$ cat config.mk
export PLATFORM = sky130hd
export DESIGN_NAME = bennett_clock_seq_flat
export DESIGN_NICKNAME = d
export VERILOG_FILES = /design/src/rtl/bennett_clock_seq_if.sv /design/src/rtl/bennett_clock_seq.sv /design/src/flat_wrapper.sv
export SDC_FILE = /design/constraint.sdc
export NUM_CORES = 1
export LEC_CHECK = 0
export CAP_MARGIN = 20
export CORE_ASPECT_RATIO = 1.4
export CORE_MARGIN = 1.5
export CORE_UTILIZATION = 55
export DETAILED_ROUTE_END_ITERATION = 12
export GPL_ROUTABILITY_DRIVEN = 0
export PLACE_DENSITY = 0.84
export RECOVER_POWER = 25
export SLEW_MARGIN = 20
export SYNTH_ARGS = -nofsm -noshare
export SYNTH_HDL_FRONTEND = slang
export SYNTH_SLANG_ARGS = --single-unit
$ cat constraint.sdc
create_clock -name clk -period 5.5 [get_ports clk]
set_input_delay 1.1 -clock clk [delete_from_list [all_inputs] [get_ports clk]]
set_output_delay 1.1 -clock clk [all_outputs]
set_load 0.03 [all_outputs]
$ cat src/rtl/bennett_clock_seq_if.sv
// Handshake and clock-output bundle for bennett_clock_seq.
// Optional abort/aborted signals exist only when BENNETT_ABORT_EN is defined.
interface bennett_clock_seq_if #(
  parameter int unsigned WIDTH = 12,
  parameter int unsigned SW    = $clog2(WIDTH + 1)
);
`ifdef BENNETT_ABORT_EN
  logic             abort;
  logic             aborted;
`endif
  logic             start;
  logic             auto_run;
  logic [SW-1:0]    n_stages;
  logic             Mclk;
  logic [WIDTH-1:0] clkp;
  logic [WIDTH-1:0] clkn;
  logic             instFlag;
  logic             busy;
  logic             done;
  logic [SW-1:0]    stage;

  modport master (
`ifdef BENNETT_ABORT_EN
    output abort,
    input  aborted,
`endif
    output start, auto_run, n_stages,
    input  Mclk, clkp, clkn, instFlag, busy, done, stage
  );

  modport slave (
`ifdef BENNETT_ABORT_EN
    input  abort,
    output aborted,
`endif
    input  start, auto_run, n_stages,
    output Mclk, clkp, clkn, instFlag, busy, done, stage
  );
endinterface

$ cat src/rtl/bennett_clock_seq.sv
// Parametrised Bennett-clock sequencer: Mclk, ramped clkp/clkn stage pairs and instFlag peak.
// Define BENNETT_ABORT_EN to add the abort input and aborted pulse.
module bennett_clock_seq #(
  parameter int unsigned WIDTH       = 12,
  parameter int unsigned HOLD        = 1,
  parameter int unsigned PEAK_CYCLES = 1,
  parameter int unsigned SW          = $clog2(WIDTH + 1)
) (
  input logic                clk,
  input logic                reset,
  bennett_clock_seq_if.slave bus
);
  localparam int unsigned TW = (HOLD > 1) ? $clog2(HOLD) : 1;
  localparam int unsigned PW = (PEAK_CYCLES > 1) ? $clog2(PEAK_CYCLES) : 1;
  localparam logic [TW-1:0] TimerLast = TW'(HOLD - 1);
  localparam logic [PW-1:0] PeakLast  = PW'(PEAK_CYCLES - 1);
  localparam logic [SW-1:0] FullN     = SW'(WIDTH);

  // StLaunch is the acceptance cycle: N is latched, Mclk rises on the following edge.
  typedef enum logic [2:0] {StIdle, StLaunch, StRaise, StPeak, StLower} state_e;

  state_e           state_q;
  logic [SW-1:0]    n_q;
  logic [SW-1:0]    stage_q;
  logic [TW-1:0]    timer_q;
  logic [PW-1:0]    peak_q;
  logic [WIDTH-1:0] clkp_q;
  logic [WIDTH-1:0] clkn_q;
  logic             mclk_q;
  logic             inst_q;
  logic             done_q;
`ifdef BENNETT_ABORT_EN
  logic             aborting_q;
  logic             aborted_q;
`endif

  logic          go;
  logic          timer_done;
  logic [SW-1:0] n_clamped;

  always_comb begin
    go         = bus.start | bus.auto_run;
    timer_done = (timer_q == TimerLast);
    n_clamped  = bus.n_stages;
    if (bus.n_stages == '0 || bus.n_stages > FullN) begin
      n_clamped = FullN;
    end
  end

  always_ff @(posedge clk or negedge reset) begin
    if (!reset) begin
      state_q    <= StIdle;
      n_q        <= '0;
      stage_q    <= '0;
      timer_q    <= '0;
      peak_q     <= '0;
      clkp_q     <= '0;
      clkn_q     <= '1;
      mclk_q     <= 1'b0;
      inst_q     <= 1'b0;
      done_q     <= 1'b0;
`ifdef BENNETT_ABORT_EN
      aborting_q <= 1'b0;
      aborted_q  <= 1'b0;
`endif
    end else begin
      done_q    <= 1'b0;
`ifdef BENNETT_ABORT_EN
      aborted_q <= 1'b0;
`endif
      case (state_q)
        StIdle: begin
          if (go) begin
            n_q     <= n_clamped;
            state_q <= StLaunch;
          end
        end
        StLaunch: begin
          mclk_q  <= 1'b1;
          timer_q <= '0;
          state_q <= StRaise;
        end
        StRaise: begin
          if (timer_done) begin
            timer_q         <= '0;
            clkp_q[stage_q] <= 1'b1;
            clkn_q[stage_q] <= 1'b0;
            stage_q         <= stage_q + 1'b1;
            if (stage_q + 1'b1 == n_q) begin
              inst_q  <= 1'b1;
              peak_q  <= '0;
              state_q <= StPeak;
            end
          end else begin
            timer_q <= timer_q + 1'b1;
          end
`ifdef BENNETT_ABORT_EN
          // A due step still lands on the abort edge; the descent then starts from there.
          if (bus.abort) begin
            timer_q    <= '0;
            inst_q     <= 1'b0;
            aborting_q <= 1'b1;
            state_q    <= StLower;
          end
`endif
        end
        StPeak: begin
          if (peak_q == PeakLast) begin
            inst_q                  <= 1'b0;
            clkp_q[stage_q - 1'b1]  <= 1'b0;
            clkn_q[stage_q - 1'b1]  <= 1'b1;
            stage_q                 <= stage_q - 1'b1;
            timer_q                 <= '0;
            state_q                 <= StLower;
          end else begin
            peak_q <= peak_q + 1'b1;
          end
        end
        StLower: begin
          if (timer_done) begin
            timer_q <= '0;
            if (stage_q == '0) begin
              mclk_q     <= 1'b0;
              done_q     <= 1'b1;
              state_q    <= StIdle;
`ifdef BENNETT_ABORT_EN
              aborted_q  <= aborting_q;
              aborting_q <= 1'b0;
`endif
            end else begin
              clkp_q[stage_q - 1'b1] <= 1'b0;
              clkn_q[stage_q - 1'b1] <= 1'b1;
              stage_q                <= stage_q - 1'b1;
            end
          end else begin
            timer_q <= timer_q + 1'b1;
          end
        end
        default: state_q <= StIdle;
      endcase
    end
  end

  assign bus.Mclk     = mclk_q;
  assign bus.busy     = mclk_q;
  assign bus.clkp     = clkp_q;
  assign bus.clkn     = clkn_q;
  assign bus.instFlag = inst_q;
  assign bus.done     = done_q;
  assign bus.stage    = stage_q;
`ifdef BENNETT_ABORT_EN
  assign bus.aborted  = aborted_q;
`endif

endmodule

$ cat src/flat_wrapper.sv
// flat-port wrapper written by rule: the top's interface ports become plain ports
module bennett_clock_seq_flat 
#(
  parameter int unsigned WIDTH       = 12,
  parameter int unsigned HOLD        = 1,
  parameter int unsigned PEAK_CYCLES = 1,
  parameter int unsigned SW          = $clog2(WIDTH + 1)
)
  (clk, reset, bus_start, bus_auto_run, bus_n_stages, bus_Mclk, bus_clkp, bus_clkn, bus_instFlag, bus_busy, bus_done, bus_stage);
  bennett_clock_seq_if #(.WIDTH(WIDTH), .SW(SW)) bus_i ();
  input logic clk;
  input logic reset;
  input wire logic [$bits(bus_i.start)-1:0] bus_start;
  input wire logic [$bits(bus_i.auto_run)-1:0] bus_auto_run;
  input wire logic [$bits(bus_i.n_stages)-1:0] bus_n_stages;
  output wire logic [$bits(bus_i.Mclk)-1:0] bus_Mclk;
  output wire logic [$bits(bus_i.clkp)-1:0] bus_clkp;
  output wire logic [$bits(bus_i.clkn)-1:0] bus_clkn;
  output wire logic [$bits(bus_i.instFlag)-1:0] bus_instFlag;
  output wire logic [$bits(bus_i.busy)-1:0] bus_busy;
  output wire logic [$bits(bus_i.done)-1:0] bus_done;
  output wire logic [$bits(bus_i.stage)-1:0] bus_stage;
  assign bus_i.start = bus_start;
  assign bus_i.auto_run = bus_auto_run;
  assign bus_i.n_stages = bus_n_stages;
  assign bus_Mclk = bus_i.Mclk;
  assign bus_clkp = bus_i.clkp;
  assign bus_clkn = bus_i.clkn;
  assign bus_instFlag = bus_i.instFlag;
  assign bus_busy = bus_i.busy;
  assign bus_done = bus_i.done;
  assign bus_stage = bus_i.stage;
  bennett_clock_seq #(.WIDTH(WIDTH), .HOLD(HOLD), .PEAK_CYCLES(PEAK_CYCLES), .SW(SW)) u_core (.clk(clk), .reset(reset), .bus(bus_i));
endmodule
# Word level (Yosys, flattened, before mapping)
# Index checks and enable logic that the tools add are counted.
word_totals:
  regBits: 40
  output_inout_bits: 32
  elab_cells: 99
op_classes:
  add_sub_neg: 4
  magnitude_cmp: 5
  n_eq_ne: 12
  mux: 43
  bitwise_logic: 7
  reduce_logical: 18
op_table:
  columns: ["cell", "count"]
  rows:
  - ["12-bit 2-to-1 mux", 8]
  - ["12-bit one-hot mux with 3 select lines", 2]
  - ["12-bit bitwise AND", 2]
  - ["12-bit NOT", 2]
  - ["12-bit bitwise OR", 2]
  - ["4-bit 2-to-1 mux", 5]
  - ["3-bit 2-to-1 mux", 6]
  - ["3-bit one-hot mux with 5 select lines", 1]
  - ["1-bit 2-to-1 mux", 14]
  - ["4-bit one-hot mux with 3 select lines", 1]
  - ["4-bit by 5-bit < comparator with 1-bit output, second input constant", 2]
  - ["1-bit demux with 4-bit select", 2]
  - ["4-bit by 1-bit >= comparator with 1-bit output, second input constant", 2]
  - ["4-bit zero test", 2]
  - ["2-bit inequality test, second input constant", 4]
  - ["3-bit by 2-bit == test with 1-bit output, second input constant", 2]
  - ["2-bit by 1-bit inequality test with 1-bit output, second input constant", 3]
  - ["1-bit one-hot mux with 2 select lines", 3]
  - ["3-bit AND reduction", 2]
  - ["6-bit AND reduction", 1]
  - ["3-bit nonzero test", 2]
  - ["5-bit AND reduction", 1]
  - ["4-bit by 1-bit adder with 4-bit output, second input constant", 1]
  - ["4-bit == test", 1]
  - ["other kinds (14)", 18]

# Depth between registers and ports, before layout
depth:
  depth_word: 10
  depth_mapped: 7
  depth_no_buf: 6

# Worst setup path after synthesis
# No wires, ideal clock.
synth_timing:
  kind: "register -> register"
  start: "register u_core.stage_q[0] (netlist: u_core.bus.stage[0])"
  end: "register u_core.clkn_q[4] (netlist: u_core.bus.clkn[4])"
  setup_time_ps: 63
  arrival_ps: 2050
  path_slack_ps: 3387
  stages_incl_launch_ff: 8
  period_less_slack_ps: 2113
  path_cell_list: "dfrtp_1 -> inv_1 -> ha_1 -> buf_2 -> nor3b_1 -> o22ai_1 -> nor2_1 -> a32o_1"
synth_via:
  elab_chain_cells: 9
  word_cells_on_any_way: 22
synth_lines:
  columns: ["item", "line_no", "text"]
  rows:
  - ["start: declaration", "bennett_clock_seq.sv:24", "logic [SW-1:0] stage_q;"]
  - ["start signal: assignment", "bennett_clock_seq.sv:88", "stage_q <= stage_q + 1'b1;"]
  - ["start signal: assignment", "bennett_clock_seq.sv:112", "stage_q <= stage_q - 1'b1;"]
  - ["start signal: assignment", "bennett_clock_seq.sv:133", "stage_q <= stage_q - 1'b1;"]
  - ["4-bit by 1-bit subtractor with 4-bit output", "bennett_clock_seq.sv:111, bennett_clock_seq.sv:132", null]
  - ["4-bit by 5-bit < comparator with 1-bit output (not written as such) / 4-bit by 1-bit >= comparator with 1-bit output (equally long branches)", "bennett_clock_seq.sv:111, bennett_clock_seq.sv:132", null]
  - ["1-bit logical AND (not written as such)", "bennett_clock_seq.sv:111, bennett_clock_seq.sv:132", null]
  - ["1-bit 2-to-1 mux (not written as such)", "bennett_clock_seq.sv:111, bennett_clock_seq.sv:132", null]
  - ["1-bit demux with 4-bit select", null, null]
  - ["12-bit bitwise OR (no line)", null, null]
  - ["12-bit 2-to-1 mux", "bennett_clock_seq.sv:122", "if (stage_q == '0) begin"]
  - ["12-bit 2-to-1 mux", "bennett_clock_seq.sv:120", "if (timer_done) begin"]
  - ["12-bit one-hot mux with 3 select lines", "bennett_clock_seq.sv:71", "case (state_q)"]
  - ["end signal: indexed assignment", "bennett_clock_seq.sv:87", "clkn_q[stage_q] <= 1'b0;"]
  - ["end signal: indexed assignment", "bennett_clock_seq.sv:111", "clkn_q[stage_q - 1'b1] <= 1'b1;"]
  - ["end signal: indexed assignment", "bennett_clock_seq.sv:132", "clkn_q[stage_q - 1'b1] <= 1'b1;"]
  - ["end: declaration", "bennett_clock_seq.sv:28", "logic [WIDTH-1:0] clkn_q;"]
# Several ways; a longest one is shown, not always the timed one. The select of a mux whose other input is x is not followed.
# A chain may end at the register's enable or synchronous reset.

==> metrics.txt <==
Critical Path End Type=asynchronous set/reset pin; worst min-delay path startpoint=u_core.bus.clkn[0]; Tmin final=roughly 3 ns; largest net degree at the start of global routing=39; Root Driver=clkbuf_8; H-Tree Depth=2; Tightest Pin Transition=~2 ns; total negative slack=0 ns; Clk pin slew, worst setup/hold paths=approximately 0.060 ns; failing checks=max-capacitance violations, max-slew violations; floorplan die width=roughly 54 microns; critical path's largest stage delay=1.43 ns; kind of critical path=in -> async; syn avg cell area=a little over 10 sq um; CP Max Fanout=38; Resize count post-CTS=0; asr flop ratio synth=100%; routed via count=~1600; drc violations=0; Syn Std Cell Area=between 0.002 and 0.0025 sq mm; leak pwr=slightly below 1 nW; Logic pwr share=a little under three fifths; required time of the critical path=between 5 and 6 ns; sequential area share after synthesis=between 40% and 50%; clk sinks=38; HPWL Detailed=approximately 3200 microns; IO buf count=39; drt wl/cell=about 17 microns; Die ar.=0.00405 sq mm; clock network fraction of design power=10.5%; share of cells above drive strength 1=approximately 13%; Area growth syn-to-layout=21.8%; synthesis-stage register bit count=38; RSZ-0062 raised after global routing=false; # diodes=0; CP top delay family=buffers and inverters; slew margin rel.=-34.0%; FF/Latch Area=966 sq um; first-pass GRT wire length=about 7400 microns; Fmax=roughly 0.33 GHz; Tot GR Track Use=25.3%; final max-slew violation count=39; power per cell area=approximately 700 mW/mm^2; placed inst area=0.00239 sq mm; multi-input combinational cell area=roughly 940 sq um; fillers=272; via/cell ratio=roughly 6; GRT overflow=0; final core occ=between 70% and 80%; Worst-Skew Late Latency=0.29 ns; Critical Path AT=3.07 ns; Post-synth EDFFs=0; Cells after Synth=~200; initial DRC count=63; Hold-fix buffers, CTS=0; Starting Density=58.8%; clock buffer depth=2; Die H=roughly 75 microns; sequential power share=about a third; final-stage net count=about 240; Warnings, synthesis=0; DRT Pass-1 Iters=4; final hold vios=0; core box area=0.00344 sq mm; switching share of total power=about 46%; initial antenna violation count=0; crit path launch type=primary input; hold crit path type=reg -> reg; max cap viols=1; number of nets still failing antenna checks after routing=0; sw power=slightly below 0.8 mW; reg-to-reg startpoint=u_core.bus.stage[0]; origin of the worst setup path=reset; Main synth FF type=dfrtp_1; total wire length=about 4500 microns; distinct cell type count after synthesis=53; Final Instance Area=~0.0025 sq mm; slowest stage cell, crit path=clkbuf_1; status=finished with violations; DP Cell Count=approximately 260; part of the cycle the worst path needs=55.7%; Hold WS=0.475 ns; Setup-failing EPs final=0; syn_nets=208; CTS tree=built; CTS Buf Count=5; Post-CTS Setup Inserts=0; worst vdd ir=0.000435 V; row count=25; io pins=40; Clock Skews=about 0.0054 ns; vias in the first global route=roughly 1700; CP Buf/Inv Count=2; fin cells=272; Internal Power=0.924 mW; CP cell instances=dlygate4sd3_1, clkbuf_1
cell usage after synthesis (4+ instances only):
cell      n  area [sq um]
dfrtp_1  26           651
nand2_1  19          71.3
nor2_1   17          63.8
a21oi_1  12          60.1
dfstp_2  12           315
inv_1     8          30.0
xnor2_1   8          70.1
a31oi_1   7          43.8
a32o_1    7          70.1
o21ai_0   6          30.0
buf_2     4          20.0
ha_1      4          50.1
nand3_1   4          20.0
placed cells by master, fill, tap and decap left out, drive strengths merged, types with 2 or more instances in the layout:
cell type      Yosys  routed
a21o               3       3
clkbuf             2       9
dfrtp             26      26
nor3b              4       4
nand3              4       4
a32o               7       7
nor2              17      17
o21ai             11      11
nor4               2       2
clkdlybuf4s50      0      38
a21oi             13      13
xor2               3       3
nor3               3       3
a31oi              8       8
nor2b              3       3
o2bb2ai            2       2
xnor2              8       8
nand2             20      20
a22o               2       2
dfstp             12      12
a2bb2oi            2       2
or3b               2       2
ha                 4       4
and2               2       2
inv                8       8
final cells by class:
type / instances / share of cell area [%]
tap: 40 / 2.03
inverter: 8 / 1.22
sequential: 38 / 39.2
clock buffer: 8 / 3.25
multi-input combinational: 138 / 38.3
timing repair buffer: 40 / 16.0
metal layers:
metal	vias to the layer above	share of wire, %	routed length [microns]	track usage (%)
li1	767	-	-	-
met1	809	40	1780	28.1
met2	48	55	2490	43.5
met3	5	3.9	177	6.15
met4	0	1.3	57	13.1
met5	-	0	0	0
final timing paths:
path / cells after the start / to / slack (ns)
worst max-delay path: 2 / u_core.bus.clkp[5] / 2.43
worst min-delay path: 2 / u_core.bus.clkn[0] / 0.48
worst max register to register: 6 / u_core.bus.stage[2] / 3.13
worst min register to register: 2 / u_core.bus.clkn[0] / 0.48
max in group clk: 1 / bus_stage[2] / 2.57
min in group asynchronous: 2 / u_core.n_q[2] / 1.91
state kept, by name (all words and copies together) (netlist names):
name and flops:
u_core.bus.done 1, u_core.bus.instFlag 1, u_core.bus.clkp 12, u_core.state_q 3, u_core.bus.Mclk 1, u_core.bus.stage 4, u_core.n_q 4, u_core.bus.clkn 12
through the flow:
step           worst slack, ns  power [mW]
4_1_cts                   2.58        1.72
2_1_floorplan             3.39        1.24
6_report                  2.43        1.72
3_5_place_dp              2.90        1.54
5_1_grt                   2.07        1.83
3_3_place_gp              2.93        1.50
power groups by stage:
stage	clock network (mW)	registers [mW]	logic [mW]
2_1_floorplan	0	0.719	0.523
3_3_place_gp	0	0.564	0.936
3_5_place_dp	0	0.577	0.962
4_1_cts	0.183	0.573	0.969
5_1_grt	0.196	0.594	1.05
6_report	0.181	0.574	0.964
cell families (layout without fill, tap and decap cells):
logic type | Yosys count | after routing | synth area share (%)
adder cells (fa/ha/maj) | 4 | 4 | 2.48
AO/OA/AOI/OAI | 56 | 56 | 21.3
flip-flops | 38 | 38 | 47.8
AND/OR/NAND/NOR | 67 | 67 | 18.1
buffers and inverters | 20 | 56 | 5.63
XOR/XNOR | 11 | 11 | 4.77
Note: power is estimated with default switching activity, not from simulation.
==> variant 1: new RTL, same settings <==
`WIDTH` is set to 12 in 3 places; all go to 24.
--- a/src/rtl/bennett_clock_seq_if.sv
+++ b/src/rtl/bennett_clock_seq_if.sv
@@ -2,5 +2,5 @@
 // Optional abort/aborted signals exist only when BENNETT_ABORT_EN is defined.
 interface bennett_clock_seq_if #(
-  parameter int unsigned WIDTH = 12,
+  parameter int unsigned WIDTH = 24,
   parameter int unsigned SW    = $clog2(WIDTH + 1)
 );
--- a/src/rtl/bennett_clock_seq.sv
+++ b/src/rtl/bennett_clock_seq.sv
@@ -2,5 +2,5 @@
 // Define BENNETT_ABORT_EN to add the abort input and aborted pulse.
 module bennett_clock_seq #(
-  parameter int unsigned WIDTH       = 12,
+  parameter int unsigned WIDTH       = 24,
   parameter int unsigned HOLD        = 1,
   parameter int unsigned PEAK_CYCLES = 1,
--- a/src/flat_wrapper.sv
+++ b/src/flat_wrapper.sv
@@ -2,5 +2,5 @@
 module bennett_clock_seq_flat 
 #(
-  parameter int unsigned WIDTH       = 12,
+  parameter int unsigned WIDTH       = 24,
   parameter int unsigned HOLD        = 1,
   parameter int unsigned PEAK_CYCLES = 1,
Ports: changed (resized bus_clkn, bus_clkp, bus_n_stages and bus_stage); port bits go from 40 to 66. No check against the original RTL was run, so the function may have changed too.
==> variant 1 against the original RTL <==
  * Power rose by 72%
  * Area after synthesis rose by 65%
  * Die area rose by 61%
  * Core utilization fell by 1.2 points
  * Sequential cell count rose by 26
  * Wire length rose by 77%
  * Worst setup slack got worse by 0.0098 ns
  * Final area rose by 68%
  * Cell count rose by 64%
  * Largest power group unchanged
==> variant 1: results (changes against the original RTL) <==
metric;value;unit;change
static leakage;1.66;nW;+69%
# Post-CTS Setup Buffers;0;;unchanged
Pre-antenna DRT Iters;5;;+1
Max Root-Sink Buffers;2;;unchanged
Max IR drop VDD;445;uV;+2.3%
Total GRT Usage;27.1;%;+1.8 points
Worst path max stage delay;0.82;ns;-0.61 ns
first-pass GRT wire length;13.1;mm;+77%
Reg clk slew, reported paths;0.07;ns;
Crit Reg-Reg Endpoint;u_core.bus.clkp[7];;
family with the most delay on the worst path;flip-flops;;
WHS Endpoint;u_core.bus.clkn[3];;
# fillers;432;;+59%
# port buffers;65;;+67%
Final Hold Viols;0;;unchanged
Hold Crit Start;u_core.bus.clkn[3];;
share of cells above drive strength 1;14.4;%;+1.4 points
vias in the first global route;2682;;+63%
switching portion of total power;45.8;%;-0.44 points
Worst-Skew Late Latency;0.35;ns;+0.06 ns
slowest CP cell;dfrtp_1;;
crit path max fanout;18;;-53%
reg2reg setup slack;2.88;ns;-0.25 ns
worst hold slack;0.470;ns;-0.00585 ns
HPWL after DPL;5.47;mm;+70%
initial drt markers;240;;+280%
hold_buf cts;0;;unchanged
outcome;completed;;
slew margin rel.;37.9;%;+72 points
Synth async-reset ratio;100;%;unchanged
H-tree depth;3;;+1
Num CTS Buffers;9;;+4
Post-Route WL;7.98;mm;+77%
Data arrival, critical path;1.98;ns;-1.09 ns
Root Driver;clkbuf_8;;
vias;2763;;+70%
NumNets Final;385;;+58%
pin count of the biggest net entering global routing;65;;+67%
Synth cell types;58;;+9.4%
Clock Skew;0.00792;ns;+0.00250 ns
sequential share of the synthesized area;49.0;%;+1.3 points
Post-Syn Nets;334;;+61%
synth top area cells;dfrtp_1 (30%), dfstp_2 (19%), a21oi_1 (3.6%), nand3_1 (3.5%), a22o_1 (3.4%);;
top cells by count, synth;dfrtp_1 (40), a21oi_1 (24), dfstp_2 (24), nand3_1 (23), inv_1 (20);;
## variant 1: cell count changes in the layout (fill, tap and decap cells not counted), moves of 5 or more
cell / unedited run / this run
clkbuf_8: 5 / 10
a21oi_1: 12 / 24
inv_1: 8 / 20
dfstp_2: 12 / 24
clkdlybuf4s50_1: 38 / 64
nor2_1: 17 / 10
nand3_1: 4 / 23
nand2b_1: 1 / 6
a31oi_1: 7 / 13
a22o_1: 2 / 13
dfrtp_1: 26 / 40
## variant 1: cell families after synthesis
| group | share of synthesized area [%] |
|---|---|
| flip-flops | 49.0 |
| buffers and inverters | 7.11 |
| adder cells (fa/ha/maj) | 1.88 |
| AND/OR/NAND/NOR | 17.2 |
| AO/OA/AOI/OAI | 21.6 |
| XOR/XNOR | 3.16 |
## variant 1: power by group through the flow
stage	clock network (mW)	logic, mW	registers [mW]
final	0.448	1.58	0.931
after global routing	0.470	1.69	0.960
after global placement	0	1.53	0.929
after CTS	0.452	1.57	0.930
after floorplan	0	0.817	1.18
after detailed placement	0	1.56	0.936
## variant 1: through the flow
step / area, um^2 / instances / setup WS [ns]
after global routing: 4130 / 446 / 2.35
after CTS: 4130 / 446 / 2.44
after global placement: 3910 / 430 / 2.83
after floorplan: 3330 / 320 / 3.21
final: 4130 / 446 / 2.42
after detailed placement: 3910 / 430 / 2.75
## variant 1: worst max path at each step
stage | slack, ns | start | end
2_1_floorplan | 3.21 | u_core.bus.stage[0] | u_core.bus.clkn[19]
3_3_place_gp | 2.83 | bus_auto_run | u_core.n_q[4]
3_5_place_dp | 2.75 | bus_auto_run | u_core.n_q[3]
4_1_cts | 2.44 | u_core.bus.stage[4] | bus_stage[4]
5_1_grt | 2.35 | u_core.bus.stage[4] | bus_stage[4]
6_report | 2.42 | u_core.bus.stage[4] | bus_stage[4]
## variant 1: area by class of cell
cell class                 count  area share, %
inverter                      20           1.82
timing repair buffer          66           15.8
clock inverter                 6           2.00
tap                           70           2.12
sequential                    64           39.5
clock buffer                  10           3.34
multi-input combinational    210           35.4
## variant 1: layer usage
metal	vias to the layer above	GRT usage, %	wire length, um
met2	111	42.7	4120
met4	0	14.7	276
met3	27	4.72	403
met5	-	0	0
li1	1264	-	-
met1	1361	34.8	3180
==> variant 2: new RTL, config.mk and constraints unchanged <==
Made on the original files. The 5 states of `state_e` get a one-hot encoding in 5 bits.
--- a/src/rtl/bennett_clock_seq.sv
+++ b/src/rtl/bennett_clock_seq.sv
@@ -18,5 +18,5 @@
 
   // StLaunch is the acceptance cycle: N is latched, Mclk rises on the following edge.
-  typedef enum logic [2:0] {StIdle, StLaunch, StRaise, StPeak, StLower} state_e;
+  typedef enum logic [4:0] {StIdle = 5'b00001, StLaunch = 5'b00010, StRaise = 5'b00100, StPeak = 5'b01000, StLower = 5'b10000} state_e;
 
   state_e           state_q;
Check against the original RTL: same outputs for any inputs over 10 cycles, from zero or initial values and one cycle with reset low; not proved beyond that.
==> variant 2 against the original RTL <==
  * The run still ends with max-capacitance violations, max-slew violations left
  * Critical path type is now flop to output pin
  * Non-clock buffer count decreased by 1
  * Global-route usage shrank 1.3 points
  * Final area grew 2.0%
  * Cell count is 1.8% higher
  * Power fell by 27%
  * Critical path depth down 1
  * Area after synthesis about the same
  * Wire length shrank 5.4%
  * Worst setup slack improved by 0.21 ns
  * Count of clock-buffer cells in the layout decreased by 1
  * Sequential cell count grew 2
  * Core utilization is 1.4 points higher
==> variant 2: results (changes against the original RTL) <==
metric;value;unit;change
Synth async-reset ratio;100;%;unchanged
Max-Cap Viols;1;;unchanged
Data arrival, critical path;1.76;ns;-1.31 ns
Synth cell types;43;;-19%
total negative setup slack;0;ns;unchanged
static leakage;1.03;nW;+4.3%
family with the most delay on the worst path;buffers and inverters;;
reg2reg start;u_core.bus.stage[0];;
pin count of the biggest net entering global routing;41;;+5.1%
Crit Reg-Reg Endpoint;u_core.bus.clkn[0];;
area of the multi-input gates;900;um^2;-4.5%
sequential share of the synthesized area;50.3;%;+2.6 points
Num CTS Buffers;5;;unchanged
Critical Path Source;u_core.bus.stage[3];;
internal power;0.748;mW;-19%
Synth warnings;0;;unchanged
Post-CTS Resized;0;;unchanged
# Post-CTS Setup Buffers;0;;unchanged
share of cells above drive strength 1;12.2;%;-0.69 points
vias;1617;;-0.74%
top cells by count, synth;dfrtp_1 (27), nand3_1 (18), o21ai_0 (17), nand2_1 (16), nor2_1 (16);;
Worst path max stage delay;0.78;ns;-0.65 ns
slowest CP cell;clkdlybuf4s50_1;;
# fillers;257;;-5.5%
synth top area cells;dfrtp_1 (33%), dfstp_2 (17%), nand3_1 (4.5%), xnor2_1 (4.3%), o21ai_0 (4.2%);;
syn avg cell area;10.1;um^2;-2.5%
antenna violations before repair;0;;unchanged
H-tree depth;2;;unchanged
Max IR drop VDD;382;uV;-12%
# placed instances;269;;+1.9%
f_max;350;MHz;+7.2%
ant diodes;0;;unchanged
pre-CTS WS;2.69;ns;-0.210 ns
Total GRT Usage;24.0;%;-1.3 points
crit path max fanout;16;;-58%
first-pass GRT wire length;7.06;mm;-4.9%
Post-Place Cell Area;2390;um^2;unchanged
Reg clk slew, reported paths;0.07;ns;
Clock Skew;0.00926;ns;+0.00384 ns
Pre-antenna DRT Iters;5;;+1
reg2reg setup slack;2.64;ns;-0.49 ns
NumNets Final;248;;+2.1%
Slew Limit Fails;41;;+5.1%
vias in the first global route;1547;;-6.2%
Worst-Skew Late Latency;0.30;ns;
R2R cell count;7;;+1
slew margin rel.;-35.8;%;-1.8 points
Post-Syn Nets;213;;+2.4%
vias per cell;5.84;;-2.5%
Post-Route WL;4.26;mm;-5.4%
Setup crit end;bus_stage[3];;
initial drt markers;68;;+7.9%
HPWL after DPL;2.99;mm;-7.1%
Root Driver;clkbuf_8;;
Max Root-Sink Buffers;2;;unchanged
outcome;complete, but fails checks;;
failing checks;max-capacitance violations, max-slew violations;;
==> variant 2: cell types whose count changed after synthesis, moves of 3 or more <==
cell / before / now
a31oi_1: 7 / 0
nand3_1: 4 / 18
or3_1: 0 / 4
o2bb2ai_1: 2 / 7
nand4_1: 0 / 4
a32o_1: 7 / 3
nand2_1: 19 / 16
a21o_1: 3 / 0
o21ai_0: 6 / 17
a21oi_1: 12 / 4
==> variant 2: power by group through the flow <==
stage | combinational [mW] | sequential (mW) | clock, mW
floorplan | 0.322 | 0.515 | 0
global placement | 0.529 | 0.460 | 0
CTS | 0.540 | 0.457 | 0.262
finish | 0.539 | 0.458 | 0.258
global route | 0.588 | 0.468 | 0.278
detailed placement | 0.536 | 0.462 | 0
==> variant 2: layout make-up <==
type                    count  share of cell area, %
well taps                  40                   1.99
clock buffers               7                   3.84
inverters                   9                   1.35
multi-input cells         141                   35.8
repair buffers             39                   15.3
flip-flops and latches     40                   40.5
clock inverters             1                   1.20
==> variant 2: kinds of logic after synthesis <==
kind of cell               after synthesis  share of synthesized area (%)
adders and majority gates                4                           2.48
DFF                                     40                           50.3
buffers and inverters                   20                           5.14
xor gates and xnor gates                12                           5.20
AOI/OAI and AO/OA                       47                           16.8
and+or+nand+nor                         78                           20.0
==> variant 2: worst min path at each step <==
stage                     depth (start not counted)                  to          startpoint  slack [ns]
after floorplan                                   2       u_core.n_q[3]       u_core.n_q[3]        0.51
after global placement                            2  u_core.bus.clkn[5]  u_core.bus.clkn[5]        0.47
after detailed placement                          1  u_core.bus.clkp[2]  u_core.bus.clkp[2]        0.47
after CTS                                         1  u_core.bus.clkp[1]  u_core.bus.clkp[1]        0.49
after global routing                              1  u_core.bus.clkp[2]  u_core.bus.clkp[2]        0.49
final                                             1  u_core.bus.clkp[1]  u_core.bus.clkp[1]        0.48
==> variant 2: routing by layer <==
metal | vias up | global-route usage (%) | share of wire [%]
met5 | - | 0 | 0
met4 | 0 | 10.6 | 2.2
met3 | 9 | 5.16 | 4.7
met2 | 53 | 38.6 | 51
met1 | 771 | 30.7 | 42
li1 | 784 | - | -
